`config.mk`:
```
export PLATFORM = sky130hd
export DESIGN_NAME = dac_spi_driver_flat
export DESIGN_NICKNAME = d
export VERILOG_FILES = /design/src/rtl/pd_pkg.sv /design/src/rtl/dac_spi_driver_if.sv /design/src/rtl/saturador_dac.sv /design/src/rtl/dac_spi_driver.sv /design/src/flat_wrapper.sv
export SDC_FILE = /design/constraint.sdc
export NUM_CORES = 1
export LEC_CHECK = 0
export ABC_AREA = 1
export ABC_CLOCK_PERIOD_IN_PS = 2260
export CAP_MARGIN = 25
export CORE_ASPECT_RATIO = 1.25
export CORE_UTILIZATION = 42
export CTS_CLUSTER_SIZE = 24
export DETAILED_ROUTE_END_ITERATION = 16
export GPL_ROUTABILITY_DRIVEN = 1
export PLACE_DENSITY = 0.61
export SYNTH_ARGS = -nofsm -noshare
export SYNTH_HDL_FRONTEND = slang
export SYNTH_HIERARCHICAL = 1
export SYNTH_SLANG_ARGS = --single-unit
```
`constraint.sdc`:
```
create_clock -name CLK -period 2.26 [get_ports CLK]
set_input_delay 0.452 -clock CLK [delete_from_list [all_inputs] [get_ports CLK]]
set_output_delay 0.452 -clock CLK [all_outputs]
set_load 0.02 [all_outputs]
```
`src/rtl/pd_pkg.sv`:
```
// Shared definitions for the I-PD actuator path.
// Holds the system control-word width, the DAC frame width, the default DAC
// command nibble and the state encoding of the SPI frame sequencer.
package pd_pkg;

   // System control-word width shared with the I-PD controller
   localparam int PD_W = 19;

   // One SPI write-and-update frame: 4-bit command + 12-bit code
   localparam int FRAME_W = 16;

   // Default DAC command nibble: write input register and update output
   localparam logic [3:0] CMD_DEFAULT = 4'b0011;

   // Frame sequencer states
   typedef enum logic [2:0] {
      S_IDLE  = 3'd0,
      S_SETUP = 3'd1,
      S_SHIFT = 3'd2,
      S_HOLD  = 3'd3,
      S_GAP   = 3'd4
   } state_t;

endpackage

```
`src/rtl/dac_spi_driver_if.sv`:
```
// Controller-to-DAC driver bus.
//   u       signed control word from the controller
//   Listo   one-cycle strobe, u valid
//   SCLK    SPI clock (idles low)
//   MOSI    SPI data, MSB first
//   CS_n    active-low DAC chip select (SYNC)
//   Busy    frame or post-frame gap in progress
//   Hecho   one-cycle frame-complete pulse
//   Sat     code of the current/last frame was clamped
//   Overrun sticky, pending sample was overwritten
// master: controller side, slave: driver side.
interface dac_spi_driver_if
   import pd_pkg::*;
#(
   parameter int W = PD_W
);
   logic signed [W-1:0] u;
   logic                Listo;
   logic                SCLK;
   logic                MOSI;
   logic                CS_n;
   logic                Busy;
   logic                Hecho;
   logic                Sat;
   logic                Overrun;

   modport master (
      output u, Listo,
      input  SCLK, MOSI, CS_n, Busy, Hecho, Sat, Overrun
   );

   modport slave (
      input  u, Listo,
      output SCLK, MOSI, CS_n, Busy, Hecho, Sat, Overrun
   );
endinterface

```
`src/rtl/saturador_dac.sv`:
```
// Combinational control-word to DAC-code conversion.
// Arithmetic right shift by SHIFT, clamp to the signed N_DAC-bit range,
// then convert to offset binary by inverting the MSB.
//   u_i     signed W-bit input word
//   code_o  N_DAC-bit offset-binary DAC code
//   sat_o   high when the shifted value had to be clamped
module saturador_dac #(
   parameter int W     = 19,
   parameter int SHIFT = 4,
   parameter int N_DAC = 12
) (
   input  logic signed [W-1:0]     u_i,
   output logic        [N_DAC-1:0] code_o,
   output logic                    sat_o
);

   // Signed range limits of an N_DAC-bit code, carried at W bits
   localparam logic signed [W-1:0] MAXV = W'((1 << (N_DAC-1)) - 1);
   localparam logic signed [W-1:0] MINV = ~MAXV;

   logic signed [W-1:0]     s;
   logic        [N_DAC-1:0] clamped;

   always_comb begin
      s       = u_i >>> SHIFT;
      sat_o   = 1'b0;
      clamped = s[N_DAC-1:0];
      if (s > MAXV) begin
         clamped = MAXV[N_DAC-1:0];
         sat_o   = 1'b1;
      end else if (s < MINV) begin
         clamped = MINV[N_DAC-1:0];
         sat_o   = 1'b1;
      end
      code_o = {~clamped[N_DAC-1], clamped[N_DAC-2:0]};
   end

endmodule

```
`src/rtl/dac_spi_driver.sv`:
```
// SPI driver for the actuator DAC.
// Captures the controller word on Listo, converts it to a 12-bit offset
// binary code and sends one 16-bit {CMD, code} frame: CS setup, 16 bits of
// 2*CLK_DIV cycles each (DAC samples on SCLK rise), CS hold, then a CS-high
// gap. A Listo arriving while busy lands in a one-deep pending register
// (newest wins, Overrun flags an overwrite) and is sent as soon as the gap
// ends.
//   CLK     system clock, rising edge
//   Reset   synchronous, active-high
//   bus     slave side of dac_spi_driver_if (u/Listo in, SPI pins + status out)
module dac_spi_driver
   import pd_pkg::*;
#(
   parameter int         W       = PD_W,
   parameter int         SHIFT   = 4,
   parameter int         N_DAC   = 12,
   parameter int         CLK_DIV = 4,
   parameter logic [3:0] CMD     = CMD_DEFAULT
) (
   input logic             CLK,
   input logic             Reset,
   dac_spi_driver_if.slave bus
);

   localparam int CW = (CLK_DIV > 1) ? $clog2(CLK_DIV) : 1;
   localparam int BW = $clog2(FRAME_W);

   state_t               state_q, state_d;
   logic [CW-1:0]        cnt_q, cnt_d;
   logic [BW-1:0]        bit_q, bit_d;
   logic [FRAME_W-1:0]   sr_q, sr_d;
   logic                 sclk_q, sclk_d;
   logic                 cs_n_q, cs_n_d;
   logic                 hecho_q, hecho_d;
   logic                 sat_q, sat_d;
   logic signed [W-1:0]  pend_q, pend_d;
   logic                 pvld_q, pvld_d;
   logic                 ovr_q, ovr_d;

   logic                 tick_end;
   logic                 ready;
   logic                 load;
   logic signed [W-1:0]  conv_src;
   logic [N_DAC-1:0]     code_w;
   logic                 sat_w;
   logic [FRAME_W-1:0]   frame_w;

   // A held sample always has priority over a fresh strobe at load time
   assign conv_src = pvld_q ? pend_q : bus.u;

   saturador_dac #(
      .W     (W),
      .SHIFT (SHIFT),
      .N_DAC (N_DAC)
   ) u_sat (
      .u_i    (conv_src),
      .code_o (code_w),
      .sat_o  (sat_w)
   );

   assign frame_w  = {CMD, code_w};
   assign tick_end = (cnt_q == CW'(CLK_DIV - 1));
   // The GAP exit edge behaves like IDLE so a queued sample starts back-to-back
   assign ready    = (state_q == S_IDLE) || ((state_q == S_GAP) && tick_end);
   assign load     = ready && (pvld_q || bus.Listo);

   always_comb begin
      state_d = state_q;
      cnt_d   = tick_end ? '0 : cnt_q + 1'b1;
      bit_d   = bit_q;
      sr_d    = sr_q;
      sclk_d  = sclk_q;
      cs_n_d  = cs_n_q;
      hecho_d = 1'b0;
      sat_d   = sat_q;
      pend_d  = pend_q;
      pvld_d  = pvld_q;
      ovr_d   = ovr_q;

      case (state_q)
         S_IDLE: begin
            cnt_d = '0;
         end
         S_SETUP: begin
            if (tick_end) state_d = S_SHIFT;
         end
         S_SHIFT: begin
            if (tick_end) begin
               if (!sclk_q) begin
                  sclk_d = 1'b1;
               end else begin
                  // MOSI only moves on the SCLK fall, half a bit after sampling
                  sclk_d = 1'b0;
                  if (bit_q == BW'(FRAME_W - 1)) begin
                     state_d = S_HOLD;
                  end else begin
                     sr_d  = sr_q << 1;
                     bit_d = bit_q + 1'b1;
                  end
               end
            end
         end
         S_HOLD: begin
            if (tick_end) begin
               state_d = S_GAP;
               cs_n_d  = 1'b1;
               hecho_d = 1'b1;
            end
         end
         S_GAP: begin
            if (tick_end) state_d = S_IDLE;
         end
         default: begin
            state_d = S_IDLE;
         end
      endcase

      if (load) begin
         state_d = S_SETUP;
         cnt_d   = '0;
         bit_d   = '0;
         sr_d    = frame_w;
         sclk_d  = 1'b0;
         cs_n_d  = 1'b0;
         sat_d   = sat_w;
      end

      // Pending register: a strobe is held unless it is being sent directly
      if (bus.Listo && !(load && !pvld_q)) begin
         pend_d = bus.u;
         pvld_d = 1'b1;
         if (pvld_q && !load) ovr_d = 1'b1;
      end else if (load) begin
         pvld_d = 1'b0;
      end
   end

   always_ff @(posedge CLK) begin
      if (Reset) begin
         state_q <= S_IDLE;
         cnt_q   <= '0;
         bit_q   <= '0;
         sr_q    <= '0;
         sclk_q  <= 1'b0;
         cs_n_q  <= 1'b1;
         hecho_q <= 1'b0;
         sat_q   <= 1'b0;
         pend_q  <= '0;
         pvld_q  <= 1'b0;
         ovr_q   <= 1'b0;
      end else begin
         state_q <= state_d;
         cnt_q   <= cnt_d;
         bit_q   <= bit_d;
         sr_q    <= sr_d;
         sclk_q  <= sclk_d;
         cs_n_q  <= cs_n_d;
         hecho_q <= hecho_d;
         sat_q   <= sat_d;
         pend_q  <= pend_d;
         pvld_q  <= pvld_d;
         ovr_q   <= ovr_d;
      end
   end

   assign bus.SCLK    = sclk_q;
   assign bus.MOSI    = cs_n_q ? 1'b0 : sr_q[FRAME_W-1];
   assign bus.CS_n    = cs_n_q;
   assign bus.Busy    = (state_q != S_IDLE);
   assign bus.Hecho   = hecho_q;
   assign bus.Sat     = sat_q;
   assign bus.Overrun = ovr_q;

endmodule

```
`src/flat_wrapper.sv`:
```
// flat-port wrapper written by rule: the top's interface ports become plain ports
module dac_spi_driver_flat import pd_pkg::*;
#(
   parameter int         W       = PD_W,
   parameter int         SHIFT   = 4,
   parameter int         N_DAC   = 12,
   parameter int         CLK_DIV = 4,
   parameter logic [3:0] CMD     = CMD_DEFAULT
)
  (CLK, Reset, bus_u, bus_Listo, bus_SCLK, bus_MOSI, bus_CS_n, bus_Busy, bus_Hecho, bus_Sat, bus_Overrun);
  dac_spi_driver_if #(.W(W)) bus_i ();
  input logic CLK;
  input logic Reset;
  input wire logic [$bits(bus_i.u)-1:0] bus_u;
  input wire logic [$bits(bus_i.Listo)-1:0] bus_Listo;
  output wire logic [$bits(bus_i.SCLK)-1:0] bus_SCLK;
  output wire logic [$bits(bus_i.MOSI)-1:0] bus_MOSI;
  output wire logic [$bits(bus_i.CS_n)-1:0] bus_CS_n;
  output wire logic [$bits(bus_i.Busy)-1:0] bus_Busy;
  output wire logic [$bits(bus_i.Hecho)-1:0] bus_Hecho;
  output wire logic [$bits(bus_i.Sat)-1:0] bus_Sat;
  output wire logic [$bits(bus_i.Overrun)-1:0] bus_Overrun;
  assign bus_i.u = bus_u;
  assign bus_i.Listo = bus_Listo;
  assign bus_SCLK = bus_i.SCLK;
  assign bus_MOSI = bus_i.MOSI;
  assign bus_CS_n = bus_i.CS_n;
  assign bus_Busy = bus_i.Busy;
  assign bus_Hecho = bus_i.Hecho;
  assign bus_Sat = bus_i.Sat;
  assign bus_Overrun = bus_i.Overrun;
  dac_spi_driver #(.W(W), .SHIFT(SHIFT), .N_DAC(N_DAC), .CLK_DIV(CLK_DIV), .CMD(CMD)) u_core (.CLK(CLK), .Reset(Reset), .bus(bus_i));
endmodule
```
# Word level (Yosys, flattened, before mapping)
# Index checks and enable logic that the tools add are counted.
# Widths: inputs -> output; s select.
# classes
n_addsub,2
multipliers,0
n_div,0
order_cmp,2
eq_ne,20
shifts,0
n_mux,26
n_bitwise,4
n_reduce_logical,27
# op_table
op,n
$mux 14,5
$mux 12,2
$mux 19,1
$mux 3,6
$ne 3x1->1 const B,6
$ne 2x1->1 const B,8
$gt 15x12->1 const B,1
$lt 15x12->1 const B,1
$pmux 3 s5,1
$reduce_and 7->1,2
$mux 1,11
$reduce_bool 2->1,5
$reduce_and 4->1,2
$eq 3x2->1 const B,2
$reduce_and 2->1,3
$logic_and 1x1->1,5
$add 4x1->4 const B,1
$eq 4x4->1 const B,1
$not 1->1,4
$reduce_or 2->1,2
$reduce_or 4->1,1
$eq 3x1->1 const B,1
$eq 3x3->1 const B,1
$logic_not 1->1,3
other kinds (5),6
# word_totals
regBits,50
latchBits,0
ram_bits,0
mem_bits_ro,0
input_bits,22
output_inout_bits,7
word_cells,94
memories,0

# Depth between registers and ports, before layout
# Gate-level depths: netlist of run 1.
# depth
ltp_word,8
depth_mapped,14
mapped_depth_nobuf,11

# By module
# The synthesis of run 1 kept the hierarchy.
# by_module_without_submodules
module,instances,cells_per_inst,area_per_inst_um2,seq_area_each_um2
dac_spi_driver,1,345,2293.4,1001.0
saturador_dac,1,32,141.4,0.0

# Least setup slack after synthesis of run 1
# Ideal clock, no wire load.
# synth_timing
path_type,reg2reg
startpoint,register u_core.pvld_q
endpoint,register u_core.sr_q[2]
setup_time_ns,0.070
arrival_time_ns,1.490
required_time_ns,2.190
path_slack_ns,0.700
stages_incl_launch_ff,15
path_buffers,3
synth_period_minus_slack_ns,1.560
path_cell_list,dfxtp_1 > inv_2 > buf_6 > clkbuf_1 > nand2_1 > nand2_1 > nand3_1 > nand2_2 > buf_6 > nand2_1 > nand2_1 > nand2_1 > nand2_1 > nand2_1 > a21oi_1
# synth_between
elab_chain_cells,5
word_cells_on_any_way,13
classes_between,order compare: 2; eq/ne: 1; mux: 4; reduce/logical: 6
# synth_rtl
element,line,rtl
start: declaration,dac_spi_driver.sv:37,"logic pvld_q, pvld_d;"
start signal: assignment,dac_spi_driver.sv:161,pvld_q <= pvld_d;
$mux 19 *,dac_spi_driver.sv:49,assign conv_src = pvld_q ? pend_q : bus.u;
net u_core.conv_src[16],dac_spi_driver.sv:43,logic signed [W-1:0] conv_src;
$lt 15x12->1,saturador_dac.sv:31,end else if (s < MINV) begin
$mux 12,saturador_dac.sv:31,
$mux 12 *,saturador_dac.sv:28,if (s > MAXV) begin
net u_core.code_w[2],dac_spi_driver.sv:44,logic [N_DAC-1:0] code_w;
$mux 14 *,dac_spi_driver.sv:118,if (load) begin
end signal: assignment,dac_spi_driver.sv:155,sr_q <= sr_d;
end: declaration,dac_spi_driver.sv:31,"logic [FRAME_W-1:0] sr_q, sr_d;"
# Mark *: on every way through the listed nets, which the timed path passes. The rest lies on a longest branch.
# A chain may end at the register's enable or synchronous reset.

# Worst setup path in the final report of run 1
# layout_timing
startpoint,register u_core.state_q[2]
endpoint,output bus_Busy
# layout_between
elab_chain_cells,1
# layout_rtl
element,line,rtl
start: declaration,dac_spi_driver.sv:28,"state_t state_q, state_d;"
start signal: assignment,dac_spi_driver.sv:152,state_q <= state_d;
$reduce_bool 3->1,dac_spi_driver.sv:169,assign bus.Busy = (state_q != S_IDLE);
end: declaration,flat_wrapper.sv:19,output wire logic [$bits(bus_i.Busy)-1:0] bus_Busy;
# Every way passes these cells.

==> flow_summary.yaml, run 1 <==
power_and_ir_drop:
  p_switching_uw: 535
  p_int_mw: 1.26
  p_clk_share_pct: 29.1
  p_leak_nw: 1.16
  p_total_mw: 1.80
  cellPowerDensity_nw_per_um2: 693
  pwr-share-seq_pct: 50.4
  switching_share_pct: 29.8
  ir_worst_vdd_uv: 456
  comb_power_share_pct: 20.5
final_layout:
  seqCellArea_um2: 921
  most-common-layout-cells: "nand2_1 (139), dfxtp_1 (46), nor2_1 (42)"
  nets: 391
  utilization_pct: 50.6
  fillCellCount: 536
  final_common_cell: "nand2_1"
  diodes: 0
  multiInputGateArea_um2: 1140
  syn2layout_area_growth_pct: 14.6
  layout-drive-gt1-share_pct: 6.79
timing:
  setup_viol: 0
  finalHoldViolations: 0
  tns_ns: 0
  slew_headroom_pct: 80.2
  tightest_slew_ns: 0.297
  max_freq_ghz: 0.495
  fin_skew_ns: 0.00881
  min_period_ns: 2.02
  finalCritPeriodShare_pct: 89.3
  rsz0062_at_grt: "false"
  fin_ws_ns: 0.241
  report.final.slew_viol_count: 0
worst_setup_path:
  required_ns: 1.81
  critPathKind: "reg2out"
  endpoint_kind: "output pin"
  critPathArrivalTime_ns: 1.57
  start_kind: "register"
  worstPathMaxFanout: 6
synthesis:
  syn-num-nets: 374
  syn_inst: 350
  syn_avg_cell_area_um2: 6.46
  yosys_warnings: 6
  syn_area_um2: 2260
die:
  coreArea_um2: 5120
  die-area_um2: 5680
  die_h_um: 84.0
  die_x_um: 67.6
  num_rows: 29
  initial_core_util_pct: 44.2
  ios: 29
cts:
  cts-htree-levels: 2
  cts_tree: "yes"
  ctsResizeCount: 0
  cts_max_path_buffers: 2
  clkLatencyLatePin_ns: 0.30
  post_cts_buffers: 0
  cts.clk_slew.worst_paths_ns: 0.09
  cts_root_buf: "clkbuf_8"
  cts.sinks: 46
  cts_buffers: 5
  cts-hold-fix-buffers: 0
global_route:
  antenna_found_initial: 0
  grt_first_pass_wirelength_mm: 8.34
  grt_overflow: 0
  grt_max_degree: 26
  grt_pass1_vias: 1915
  grt_use_total_pct: 18.8
flow_run:
  timing.max_cap.violations: 0
placement:
  gp_congestion: 0.788
  port_buffers: 24
  hpwl_mm: 3.35
  dpl_worst_slack_ns: 0.353
route:
  wirelength_mm: 4.77
  firstDrtPassIters: 7
  avgViaCountPerCell: 4.85
  first_iter_violations: 149
  wire_per_inst_um: 11.1
  ant_nets: 0
  drc: 0
  via_count: 2086
worst_hold_path:
  hp-class: "reg2reg"
status:
  outcome: "finished, final reports clean"
==> routing by layer <==
metal | GRT usage, % | wire length [um]
met1 | 25.4 | 2360
met2 | 29.0 | 2240
met3 | 4.23 | 120
met4 | 6.00 | 46
met5 | 0 | 0
==> registers in the layout, summed over array words and instances (netlist names), 2 cells and up <==
name            count
u_core/state_q      3
u_core/sr_q        16
u_core/pend_q      15
u_core/cnt_q        2
u_core/bit_q        4
==> critical path, stage by stage (launching register included) <==
cell	delay (ns)
dfxtp_1	0.44
inv_1	0.11
nand2_1	0.12
clkdlybuf4s50_1	0.61
==> worst paths after layout <==
path,from,endpoint,slack [ns],depth (start not counted)
min reg2reg,u_core/cnt_q[0],u_core/cnt_q[0],0.43,1
max,u_core/state_q[2],bus_Busy,0.24,3
min,u_core/cnt_q[0],u_core/cnt_q[0],0.43,1
max reg2reg,u_core/cnt_q[0],u_core/sr_q[6],0.59,9
==> stage by stage <==
stage / instance area [um^2] / std cells / hold slack, ns
floorplan: 2260 / 350 / 0.398
global placement: 2500 / 422 / 0.414
detailed placement: 2500 / 422 / 0.416
CTS: 2590 / 430 / 0.429
global route: 2590 / 430 / 0.458
finish: 2590 / 430 / 0.427
==> power groups by stage <==
| stage | clock (mW) | combinational (mW) | sequential (mW) |
|---|---|---|---|
| after floorplan | 0 | 0.285 | 0.924 |
| after global placement | 0 | 0.367 | 0.924 |
| after detailed placement | 0 | 0.369 | 0.925 |
| after CTS | 0.540 | 0.371 | 0.906 |
| after global routing | 0.585 | 0.427 | 0.915 |
| final | 0.523 | 0.367 | 0.906 |
==> cell type report <==
type                            instances  area share, %
Clock inverter                          1          0.193
Sequential cell                        46           35.5
Multi-Input combinational cell        265           44.0
Clock buffer                            7           3.33
Timing Repair Buffer                   31           11.3
Tap cell                               62           2.99
Inverter                               18           2.61
Note: power is estimated with default switching activity, not from simulation.
==> inputs of run 2 (changes only) <==
--- a/config.mk
+++ b/config.mk
@@ -12,8 +12,9 @@
 export CORE_UTILIZATION = 42
 export CTS_CLUSTER_SIZE = 24
 export DETAILED_ROUTE_END_ITERATION = 16
+export DONT_BUFFER_PORTS = 1
 export GPL_ROUTABILITY_DRIVEN = 1
-export PLACE_DENSITY = 0.61
+export PLACE_DENSITY = 0.54
 export SYNTH_ARGS = -nofsm -noshare
 export SYNTH_HDL_FRONTEND = slang
 export SYNTH_HIERARCHICAL = 1
==> flow_summary.yaml, run 2 (same netlist as run 1, synthesis figures left out) <==
status:
  outcome: "finished, final reports clean"
timing:
  tns_ns: 0
  rsz0062_at_grt: "false"
  finalHoldViolations: 0
  max_freq_ghz: 0.590
  tightest_slew_ns: 0.394
  finalCritPeriodShare_pct: 75.0
  setup_viol: 0
  slew_headroom_pct: 73.6
  min_period_ns: 1.69
  fin_skew_ns: 0.00629
  report.final.slew_viol_count: 0
worst_setup_path:
  required_ns: 2.50
  endpoint_kind: "register"
  cp_cell_sequence: "ha_1 > inv_1 > nor2_2 > nand2_2 > nand2_2 > o21ai_0 > a21oi_1"
  cpMaxStageDelayCell: "dfxtp_1"
  cpMostUsedCell: "nand2_2"
  critPathKind: "reg2reg"
  critPathArrivalTime_ns: 1.93
  start_kind: "register"
  path_buf_inv: 1
  worstPathMaxFanout: 14
  worst_path_dominant_cell_family: "simple AND/OR/NAND/NOR gates"
  critical_path.max_stage_delay_ns: 0.34
cts:
  cts-hold-fix-buffers: 0
  cts_buffers: 5
  clkLatencyLatePin_ns: 0.30
  cts_max_path_buffers: 2
  cts-htree-levels: 2
  cts.sinks: 46
  cts_root_buf: "clkbuf_8"
  cts_tree: "yes"
  post_cts_buffers: 0
  ctsResizeCount: 0
  cts.clk_slew.worst_paths_ns: 0.09
worst_hold_path:
  hp-class: "in2reg"
flow_run:
  timing.max_cap.violations: 0
die:
  die_h_um: 84.0
  initial_core_util_pct: 44.2
  ios: 29
  die-area_um2: 5680
  coreArea_um2: 5120
  num_rows: 29
  die_x_um: 67.6
power_and_ir_drop:
  p_clk_share_pct: 33.3
  comb_power_share_pct: 17.0
  switching_share_pct: 28.7
  pwr-share-seq_pct: 49.7
  ir_worst_vdd_uv: 331
  p_int_mw: 1.31
  p_total_mw: 1.84
  cellPowerDensity_nw_per_um2: 776
  p_switching_uw: 527
  p_leak_nw: 1.07
final_layout:
  utilization_pct: 46.2
  most-common-layout-cells: "nand2_1 (139), dfxtp_1 (46), nor2_1 (42)"
  layout-drive-gt1-share_pct: 6.98
  largestRegisters: "u_core/sr_q x16, u_core/pend_q x15, u_core/bit_q x4"
  final_common_cell: "nand2_1"
  syn2layout_area_growth_pct: 4.65
  nets: 367
  diodes: 0
  largest_register: "u_core/sr_q"
  largest_reg_flops: 16
route:
  ant_nets: 0
  firstDrtPassIters: 4
  wirelength_mm: 4.93
  drc: 0
  wire_per_inst_um: 12.1
  via_count: 2022
  avgViaCountPerCell: 4.98
  first_iter_violations: 126
global_route:
  grt_first_pass_wirelength_mm: 8.57
  grt_overflow: 0
  grt_pass1_vias: 1934
  grt_max_degree: 20
  antenna_found_initial: 0
  grt_use_total_pct: 19.4
placement:
  gp_congestion: 0.792
  port_buffers: 0
  hpwl_mm: 3.41
==> run 2: worst paths after layout <==
path	depth (start not counted)	endpoint	slack (ns)	startpoint
worst max-delay path	7	u_core/sr_q[13]	0.57	u_core/cnt_q[0]
worst min-delay path	1	u_core/pvld_q	0.21	Reset
worst max register to register	7	u_core/sr_q[13]	0.57	u_core/cnt_q[0]
worst min register to register	1	u_core/cnt_q[0]	0.43	u_core/cnt_q[0]
==> run 2: power groups by stage <==
stage	Clock [mW]	Sequential [mW]	Combinational, mW
3_3_place_gp	0	0.930	0.316
2_1_floorplan	0	0.924	0.285
6_report	0.612	0.912	0.312
3_5_place_dp	0	0.931	0.316
5_1_grt	0.670	0.922	0.368
4_1_cts	0.630	0.913	0.317
==> run 2: final cells by class <==
class | count | area [um^2]
fill | 566 | 2750
multi-input combinational | 265 | 1140
sequential | 46 | 921
tap | 62 | 77.6
clock buffer | 7 | 76.3
inverter | 18 | 67.6
timing repair buffer | 7 | 52.6
clock inverter | 1 | 30.0
==> run 2: through the flow <==
| stage | instance area [um^2] | setup WS (ns) | cells | hold slack, ns |
|---|---|---|---|---|
| floorplan | 2260 | 0.771 | 350 | 0.398 |
| global placement | 2260 | 0.574 | 398 | 0.411 |
| detailed placement | 2260 | 0.577 | 398 | 0.417 |
| CTS | 2370 | 0.549 | 406 | 0.196 |
| global route | 2370 | 0.333 | 406 | 0.184 |
| finish | 2370 | 0.565 | 406 | 0.210 |
==> run 2: layer usage <==
| metal | vias to the layer above | global-route usage (%) | wire length [um] |
|---|---|---|---|
| met5 | - | 0 | 0 |
| met4 | 0 | 6.38 | 71 |
| met2 | 28 | 33.3 | 2410 |
| met3 | 7 | 4.37 | 159 |
| li1 | 1078 | - | - |
| met1 | 909 | 22.9 | 2290 |
==> inputs of run 3 (changes only) <==
--- a/config.mk
+++ b/config.mk
@@ -6,7 +6,7 @@
 export NUM_CORES = 1
 export LEC_CHECK = 0
 export ABC_AREA = 1
-export ABC_CLOCK_PERIOD_IN_PS = 2260
+export ABC_CLOCK_PERIOD_IN_PS = 1550
 export CAP_MARGIN = 25
 export CORE_ASPECT_RATIO = 1.25
 export CORE_UTILIZATION = 42
@@ -14,7 +14,7 @@
 export DETAILED_ROUTE_END_ITERATION = 16
 export DONT_BUFFER_PORTS = 1
 export GPL_ROUTABILITY_DRIVEN = 1
-export PLACE_DENSITY = 0.54
+export PLACE_DENSITY = 0.57
 export SYNTH_ARGS = -nofsm -noshare
 export SYNTH_HDL_FRONTEND = slang
 export SYNTH_HIERARCHICAL = 1
==> constraint.sdc (replaced) <==
create_clock -name CLK -period 1.55 [get_ports CLK]
set_input_delay 0.31 -clock CLK [delete_from_list [all_inputs] [get_ports CLK]]
set_output_delay 0.31 -clock CLK [all_outputs]
set_load 0.02 [all_outputs]
==> flow_summary.yaml, run 3 (same netlist as run 1, synthesis figures left out) <==
worst_setup_path:
  critPathArrivalTime_ns: 1.18
  regToRegStartpoint: "u_core/state_q[1]"
  ff2ff_path_depth: 6
  worstPathMaxFanout: 6
  crit_end: "bus_Busy"
  endpoint_kind: "output pin"
  ff2ff_setup_slack_ns: 0.10
  start_kind: "register"
  cp-startpoint: "u_core/state_q[1]"
  critPathKind: "reg2out"
  required_ns: 1.24
  regToRegEndpoint: "u_core/sr_q[12]"
final_layout:
  seqCellArea_um2: 923
  multiInputGateArea_um2: 1210
  final_cells: 420
  fillCellCount: 537
  largestRegisters: "u_core/sr_q x16, u_core/pend_q x15, u_core/bit_q x4"
  most-common-layout-cells: "nand2_1 (134), dfxtp_1 (44), nor2_1 (42)"
  largest_register: "u_core/sr_q"
  layout-drive-gt1-share_pct: 14.0
  syn2layout_area_growth_pct: 11.7
  largest_reg_flops: 16
  final_common_cell: "nand2_1"
  diodes: 0
  utilization_pct: 49.4
  design_area_um2: 2530
  nets: 382
timing:
  tightest_slew_ns: 0.375
  max_freq_ghz: 0.672
  min_period_ns: 1.49
  slew_headroom_pct: 74.9
  setup_viol: 0
  fin_skew_ns: 0.00735
  whs_ns: 0.0569
  report.final.slew_viol_count: 0
  fin_ws_ns: 0.0610
  finalHoldViolations: 0
  finalCritPeriodShare_pct: 96.1
  tns_ns: 0
cts:
  cts.clk_slew.worst_paths_ns: 0.09
  cts.sinks: 46
  clkLatencyLatePin_ns: 0.30
  cts_root_buf: "clkbuf_8"
  cts_tree: "yes"
  cts-hold-fix-buffers: 0
  cts_max_path_buffers: 2
  cts-htree-levels: 2
  cts_buffers: 5
power_and_ir_drop:
  pwr-share-seq_pct: 51.7
  comb_power_share_pct: 20.8
  p_clk_share_pct: 27.4
  p_leak_nw: 1.16
  switching_share_pct: 30.9
  ir_worst_vdd_uv: 690
  p_total_mw: 2.58
  cellPowerDensity_nw_per_um2: 1020
  p_switching_uw: 796
  p_int_mw: 1.78
global_route:
  antenna_found_initial: 0
  grt_use_total_pct: 18.3
  grt_first_pass_wirelength_mm: 7.98
  grt_overflow: 0
  grt_pass1_vias: 1836
  grt_max_degree: 20
placement:
  gp_congestion: 0.733
  dpl_cell_area_um2: 2340
  dpl_worst_slack_ns: 0.0275
  dp_cells: 409
  hpwl_mm: 3.46
  port_buffers: 0
die:
  die-area_um2: 5680
  initial_core_util_pct: 44.2
  num_rows: 29
  die_x_um: 67.6
  die_h_um: 84.0
  ios: 29
  coreArea_um2: 5120
route:
  met2RoutedLength_mm: 2.53
  top_layer: "met4"
  first_iter_violations: 66
  avgViaCountPerCell: 4.96
  wire_per_inst_um: 12.1
  firstDrtPassIters: 4
  wirelength_mm: 5.07
  ant_nets: 0
  drc: 0
  met3_length_um: 159
  met1_length_mm: 2.30
  via_count: 2082
flow_run:
  timing.max_cap.violations: 0
worst_hold_path:
  hp-class: "in2reg"
status:
  outcome: "finished, final reports clean"
-- run 3: how the worst min path moves through the flow --
| stage | from | to | slack, ns | cells after the start |
|---|---|---|---|---|
| 6_report | Reset | u_core/pvld_q | 0.06 | 1 |
| 5_1_grt | Reset | u_core/pvld_q | 0.05 | 1 |
| 4_1_cts | Reset | u_core/state_q[0] | 0.05 | 1 |
| 2_1_floorplan | u_core/cnt_q[0] | u_core/cnt_q[0] | 0.40 | 1 |
| 3_5_place_dp | Reset | u_core/state_q[0] | 0.38 | 1 |
| 3_3_place_gp | Reset | u_core/state_q[0] | 0.38 | 1 |
-- run 3: layout make-up --
class / instances / share of cell area (%)
Timing Repair Buffer: 20 / 6.39
Multi-Input combinational cell: 267 / 47.9
Inverter: 18 / 2.97
Tap cell: 62 / 3.07
Sequential cell: 46 / 36.6
Clock buffer: 5 / 2.72
Clock inverter: 2 / 0.396
-- run 3: power by group through the flow --
stage / Clock (mW) / Combinational (mW) / Sequential (mW)
floorplan: 0 / 0.415 / 1.35
global placement: 0 / 0.485 / 1.36
detailed placement: 0 / 0.487 / 1.36
CTS: 0.739 / 0.489 / 1.33
global route: 0.777 / 0.616 / 1.34
finish: 0.708 / 0.537 / 1.33
-- run 3: worst max-delay path, cell delays in order (launching register included) --
cell     delay, ns
dfxtp_1       0.39
nor2_4        0.21
nand2_1       0.10
buf_4         0.17
-- run 3: timing repair --
item / CTS / global route
endpoints found under the setup margin: 0 / 30
resized for setup: 0 / 25
hold endpoints to repair: 0 / 0
setup buffers: 0 / 2
-- run 3: routing by layer --
layer  vias up  track usage (%)
li1       1115                -
met1       934             21.4
met2        26             31.0
met3         7             4.23
met4         0             6.96
met5         -                0
